## src/rtl/serial_select_pkg.sv

```systemverilog
// Shared definitions for the serial select sequencer: FSM encoding and select-index limits.
// Optional SERIAL_SELECT_LOOP_EN build option lives in serial_select_sequencer.sv.
package serial_select_pkg;

  localparam int SEL_W = 3;
  localparam logic [SEL_W-1:0] LAST_INDEX = 3'd6;

  typedef enum logic [1:0] {
    IDLE  = 2'd0,
    SHIFT = 2'd1,
    DONE  = 2'd2
  } state_t;

endpackage

```

## src/rtl/serial_select_sequencer_if.sv

```systemverilog
// Handshake and mux-drive bundle between the sequencer and its controller.
// master = controller side, slave = sequencer side.
interface serial_select_sequencer_if;
  import serial_select_pkg::*;

  logic             load;
  logic             stop;
  logic [6:0]       data;
  logic [6:0]       mux_input;
  logic [SEL_W-1:0] mux_select;
  logic             busy;
  logic             done;

  modport master (
    output load, stop, data,
    input  mux_input, mux_select, busy, done
  );

  modport slave (
    input  load, stop, data,
    output mux_input, mux_select, busy, done
  );
endinterface

```

## src/rtl/rate_divider.sv

```systemverilog
// Per-index dwell counter: counts 0..TICKS-1 and flags the last cycle of each index.
// Clear holds the count at zero so every index starts a fresh dwell.
module rate_divider #(
  parameter int TICKS = 4
) (
  input  logic clk,
  input  logic rst,
  input  logic clear,
  output logic tick
);
  localparam int CW = (TICKS > 1) ? $clog2(TICKS) : 1;
  localparam logic [CW-1:0] LAST = CW'(TICKS - 1);

  logic [CW-1:0] count;

  always_ff @(posedge clk) begin
    if (rst || clear) begin
      count <= '0;
    end else if (count == LAST) begin
      count <= '0;
    end else begin
      count <= count + CW'(1);
    end
  end

  assign tick = (count == LAST) && !clear;
endmodule

```

## src/rtl/serial_select_sequencer.sv

```systemverilog
// Steps a 7-to-1 mux select through indices 0..6, TICKS cycles each, after a Load.
// Build option SERIAL_SELECT_LOOP_EN: wrap back to index 0 and keep scanning until Stop/Reset.
//
// state | meaning
// IDLE  | waiting for Load, select parked at 0
// SHIFT | scanning, Busy high
// DONE  | one-cycle Done pulse after a normal scan end
module serial_select_sequencer
  import serial_select_pkg::*;
#(
  parameter int TICKS = 4
) (
  input logic clk,
  input logic rst,
  serial_select_sequencer_if.slave bus
);
  state_t           state;
  logic [6:0]       mux_input;
  logic [SEL_W-1:0] mux_select;
  logic             busy;
  logic             done;
  logic             tick;
  logic             clear;

  // Hold the divider at zero outside SHIFT and on abort.
  assign clear = (state != SHIFT) || bus.stop;

  rate_divider #(.TICKS(TICKS)) u_rate_divider (
    .clk   (clk),
    .rst   (rst),
    .clear (clear),
    .tick  (tick)
  );

  always_ff @(posedge clk) begin
    if (rst) begin
      state      <= IDLE;
      mux_input  <= '0;
      mux_select <= '0;
      busy       <= 1'b0;
      done       <= 1'b0;
    end else begin
      done <= 1'b0;
      case (state)
        IDLE: begin
          mux_select <= '0;
          if (bus.load) begin
            mux_input <= bus.data;
            state     <= SHIFT;
            busy      <= 1'b1;
          end
        end
        SHIFT: begin
          if (bus.stop) begin
            state      <= IDLE;
            mux_select <= '0;
            busy       <= 1'b0;
          end else if (tick) begin
            if (mux_select == LAST_INDEX) begin
`ifdef SERIAL_SELECT_LOOP_EN
              mux_select <= '0;
              done       <= 1'b1;
`else
              state <= DONE;
              busy  <= 1'b0;
              done  <= 1'b1;
`endif
            end else begin
              mux_select <= mux_select + 3'd1;
            end
          end
        end
        DONE: begin
          state      <= IDLE;
          mux_select <= '0;
          busy       <= 1'b0;
        end
        default: begin
          state      <= IDLE;
          mux_select <= '0;
          busy       <= 1'b0;
        end
      endcase
    end
  end

  assign bus.mux_input  = mux_input;
  assign bus.mux_select = mux_select;
  assign bus.busy       = busy;
  assign bus.done       = done;
endmodule

```

## src/flat_wrapper.sv

```systemverilog
// flat-port wrapper written by rule: the top's interface ports become plain ports
module serial_select_sequencer_flat import serial_select_pkg::*;
#(
  parameter int TICKS = 4
)
  (clk, rst, bus_load, bus_stop, bus_data, bus_mux_input, bus_mux_select, bus_busy, bus_done);
  serial_select_sequencer_if bus_i ();
  input logic clk;
  input logic rst;
  input wire logic [$bits(bus_i.load)-1:0] bus_load;
  input wire logic [$bits(bus_i.stop)-1:0] bus_stop;
  input wire logic [$bits(bus_i.data)-1:0] bus_data;
  output wire logic [$bits(bus_i.mux_input)-1:0] bus_mux_input;
  output wire logic [$bits(bus_i.mux_select)-1:0] bus_mux_select;
  output wire logic [$bits(bus_i.busy)-1:0] bus_busy;
  output wire logic [$bits(bus_i.done)-1:0] bus_done;
  assign bus_i.load = bus_load;
  assign bus_i.stop = bus_stop;
  assign bus_i.data = bus_data;
  assign bus_mux_input = bus_i.mux_input;
  assign bus_mux_select = bus_i.mux_select;
  assign bus_busy = bus_i.busy;
  assign bus_done = bus_i.done;
  serial_select_sequencer #(.TICKS(TICKS)) u_core (.clk(clk), .rst(rst), .bus(bus_i));
endmodule
```

## config.mk

```make
export PLATFORM = sky130hd
export DESIGN_NAME = serial_select_sequencer_flat
export DESIGN_NICKNAME = d
export VERILOG_FILES = /design/src/rtl/serial_select_pkg.sv /design/src/rtl/serial_select_sequencer_if.sv /design/src/rtl/rate_divider.sv /design/src/rtl/serial_select_sequencer.sv /design/src/flat_wrapper.sv
export SDC_FILE = /design/constraint.sdc
export NUM_CORES = 1
export LEC_CHECK = 0
export CORE_UTILIZATION = 45
export CTS_CLUSTER_DIAMETER = 120
export DETAILED_ROUTE_END_ITERATION = 10
export PLACE_DENSITY = 0.8
export SETUP_SLACK_MARGIN = 0.02
export SKIP_CTS_REPAIR_TIMING = 1
export SYNTH_ARGS = -nofsm -noshare
export SYNTH_HDL_FRONTEND = slang
export SYNTH_HIERARCHICAL = 1
export SYNTH_SLANG_ARGS = --single-unit
```

## constraint.sdc

```tcl
create_clock -name clk -period 3.09 [get_ports clk]
set_clock_uncertainty 0.05 [all_clocks]
set_input_delay 0.927 -clock clk [delete_from_list [all_inputs] [get_ports clk]]
set_output_delay 0.927 -clock clk [all_outputs]
set_load 0.01 [all_outputs]
```

==> metrics.cfg <==
[placement]
post-place-ws_ns=0.4171
placed_area_um2=875.8
place.gp.congestion=0.6473
portBuffers=22
dp_hpwl_um=894.1

[synthesis]
syn_nets=74
postSynth.asyncResetShare=0
synth_ff_type=dfxtp_1
seq_area_frac_synth=0.4971
synth_seq_cells=16
synth_top_area_frac=0.4971
synth_top_area_cell=dfxtp_1
ys_types=20
syn_area_per_cell_um2=10.74
yosysMostFrequentCell=dfxtp_1
synth_cells=60
synth_edf_count=0
ys.warnings.count=6
synth_common_cells=dfxtp_1, nor2_1, mux2i_1, nor3_1
syn_area_um2=644.4
yosys-top-cells-area=dfxtp_1, mux2i_1, nor2_1, ha_1, nor3_1

[setup_path]
critical_path_class=primary input to flop
cp_data_arrival_time_ns=2.53
r2r_slack_ns=1.40
crit_slowest_cell=clkdlybuf4s50_1
r2r-start=u_core/state[0]
r2r_end=u_core/bus.mux_select[1]
critPathMaxStageDelay_ns=0.44
end_kind=flop
ff2ff_path_depth=6
cp.required_ns=3.23
startpoint_type=primary input
cp_cell_sequence=clkdlybuf4s50_1 > nor3b_4 > inv_1 > nor2b_1 > a21boi_2 > nor2_1 > a211oi_1
path_max_fanout=5

[cells_and_area]
design_area_um2=898.4
nNetsFinal=100
area_growth_pct=39.42
antenna_cells=0
drive_gt1_frac=0.1071

[timing]
maxSlewViolCount=0
min_period_ns=2.385
fmax_mhz=419.3
hold_violations=0
worst_slew_pin_slew_ns=0.5322
setup_ws_ns=0.7050
fin_hold_ws_ns=0.3907
setup_violations=0
finalSetupTns_ns=0
slew_headroom=0.6441
rsz0062_at_grt=no
period_share=0.7718

[power]
p_leak_nw=0.3436
p_comb_frac=0.148
p_int_uw=293.9
vdd_ir_drop_max_mv=0.4089
clockPowerShare=0.274
switching_share=0.2234
p_total_uw=378.5
p_seq_frac=0.579
pwr_density_cell_mw_per_mm2=421.3
power.switching_uw=84.53

[hold_path]
holdCritStartpoint=u_core/u_rate_divider/count[0]
holdPathEnd=u_core/u_rate_divider/count[0]
worstHoldPathCells=1
hp-class=flop to flop

[detailed_routing]
wl_per_cell_um=11.82
wirelength_um=1170
drt-vias-per-instance=5.040
drc=0
drtIter0Drc=3
via_count=499
drt_pass1_iterations=4
ant_nets=0

[global_route]
grt_pass1_wl_um=1842
antenna_found_initial=0
grt_usage=0.1844
grt_max_degree=15
grt_pass1_vias=435
grt_remaining_overflow=0

[clock_network]
clk_latency_ns=0.28
htree_levels=1
clkTransAtPathRegs_ns=0.08
cts_buffers=3
root_buffer=clkbuf_4
numClockSinks=16
clockBufferDepth=2
cts_tree=done

[floorplan]
core_mm2=0.001318
fp.dieH_um=39.84
dieArea_mm2=0.001587
start_util=0.4891
die_w_um=39.84
ioPinCount=23
rows=13

[flow_run]
max-cap-violations=0

[outcome]
status=completed

logic make-up (layout without fill, tap and decap cells):
group | count (synthesis) | in the layout | share of synthesized area
flops | 16 | 16 | 0.4971
compound gates | 5 | 5 | 0.05242
xor+xnor | 1 | 1 | 0.01359
fa+ha+maj | 3 | 3 | 0.05826
buf+inv | 4 | 28 | 0.03495
mux | 7 | 7 | 0.1087
simple gates | 24 | 24 | 0.2349
per-stage QoR:
stage,instances,util
finish,99,0.6819
global placement,96,0.6648
global route,99,0.6819
CTS,99,0.6819
detailed placement,96,0.6648
floorplan,60,-
registers in the layout, indices dropped and copies added (netlist names):
name and flops:
u_core/bus.done 1, u_core/state 2, u_core/bus.mux_select 3, u_core/bus.mux_input 7
u_core/bus.busy 1, u_core/u_rate_divider/count 2
worst max-delay path, delay by kind of cell:
family / cells / cell delay [ns]
AO/OA/AOI/OAI: 2 / 0.46
buffers and inverters: 2 / 0.59
AND/OR/NAND/NOR: 3 / 0.54
power groups by stage:
stage               registers, mW  logic, mW  clock network [mW]
global placement            0.224     0.0553                   0
detailed placement          0.224     0.0561                   0
floorplan                   0.227     0.0231                   0
finish                      0.219     0.0559               0.104
CTS                         0.219     0.0565               0.106
global route                0.220     0.0609               0.118
cells in the final DEF, fill, tap and decap left out:
| cell type | Yosys | final |
|---|---|---|
| clkdlybuf4s50_1 | 0 | 22 |
| dfxtp_1 | 16 | 16 |
| nor2_1 | 12 | 12 |
| mux2i_1 | 7 | 7 |
| nor3_1 | 4 | 4 |
| clkbuf_4 | 0 | 3 |
| a21oi_1 | 3 | 3 |
| ha_1 | 3 | 3 |
| inv_1 | 2 | 2 |
| nor3b_4 | 1 | 1 |
| a21boi_2 | 1 | 1 |
| nand2b_1 | 1 | 1 |
| a211oi_1 | 1 | 1 |
| xnor2_1 | 1 | 1 |
| nor3b_2 | 1 | 1 |
| nand3_1 | 1 | 1 |
| and4b_1 | 1 | 1 |
| buf_4 | 0 | 1 |
| nor2b_1 | 1 | 1 |
| nor4b_2 | 1 | 1 |
| nor4_2 | 1 | 1 |
layout make-up:
cell class	count	area (um2)
clock buffer	3	22.52
fill	107	419.2
inverter	2	7.507
multi-input combinational	40	301.5
sequential	16	320.3
tap	15	18.77
timing repair buffer	23	227.7
how the worst max path moves through the flow:
stage / start / endpoint / slack (ns) / depth (start not counted)
after floorplan: bus_stop / u_core/bus.mux_select[1] / 1.06 / 6
after CTS: bus_stop / u_core/bus.mux_select[1] / 0.69 / 7
after detailed placement: bus_stop / u_core/bus.mux_select[1] / 0.42 / 7
after global routing: bus_stop / u_core/bus.mux_select[1] / 0.55 / 7
final: bus_stop / u_core/bus.mux_select[1] / 0.71 / 7
after global placement: bus_stop / u_core/bus.mux_select[1] / 0.51 / 7
per-layer routing:
layer  part of all wire  vias to the layer above  track usage
met5                  0                        -            0
met4                  0                        0      0.05172
met3              0.063                        0       0.1023
met2               0.50                       12       0.2910
met1               0.43                      232       0.2103
li1                   -                      255            -
Note: power is estimated with default switching activity, not from simulation.
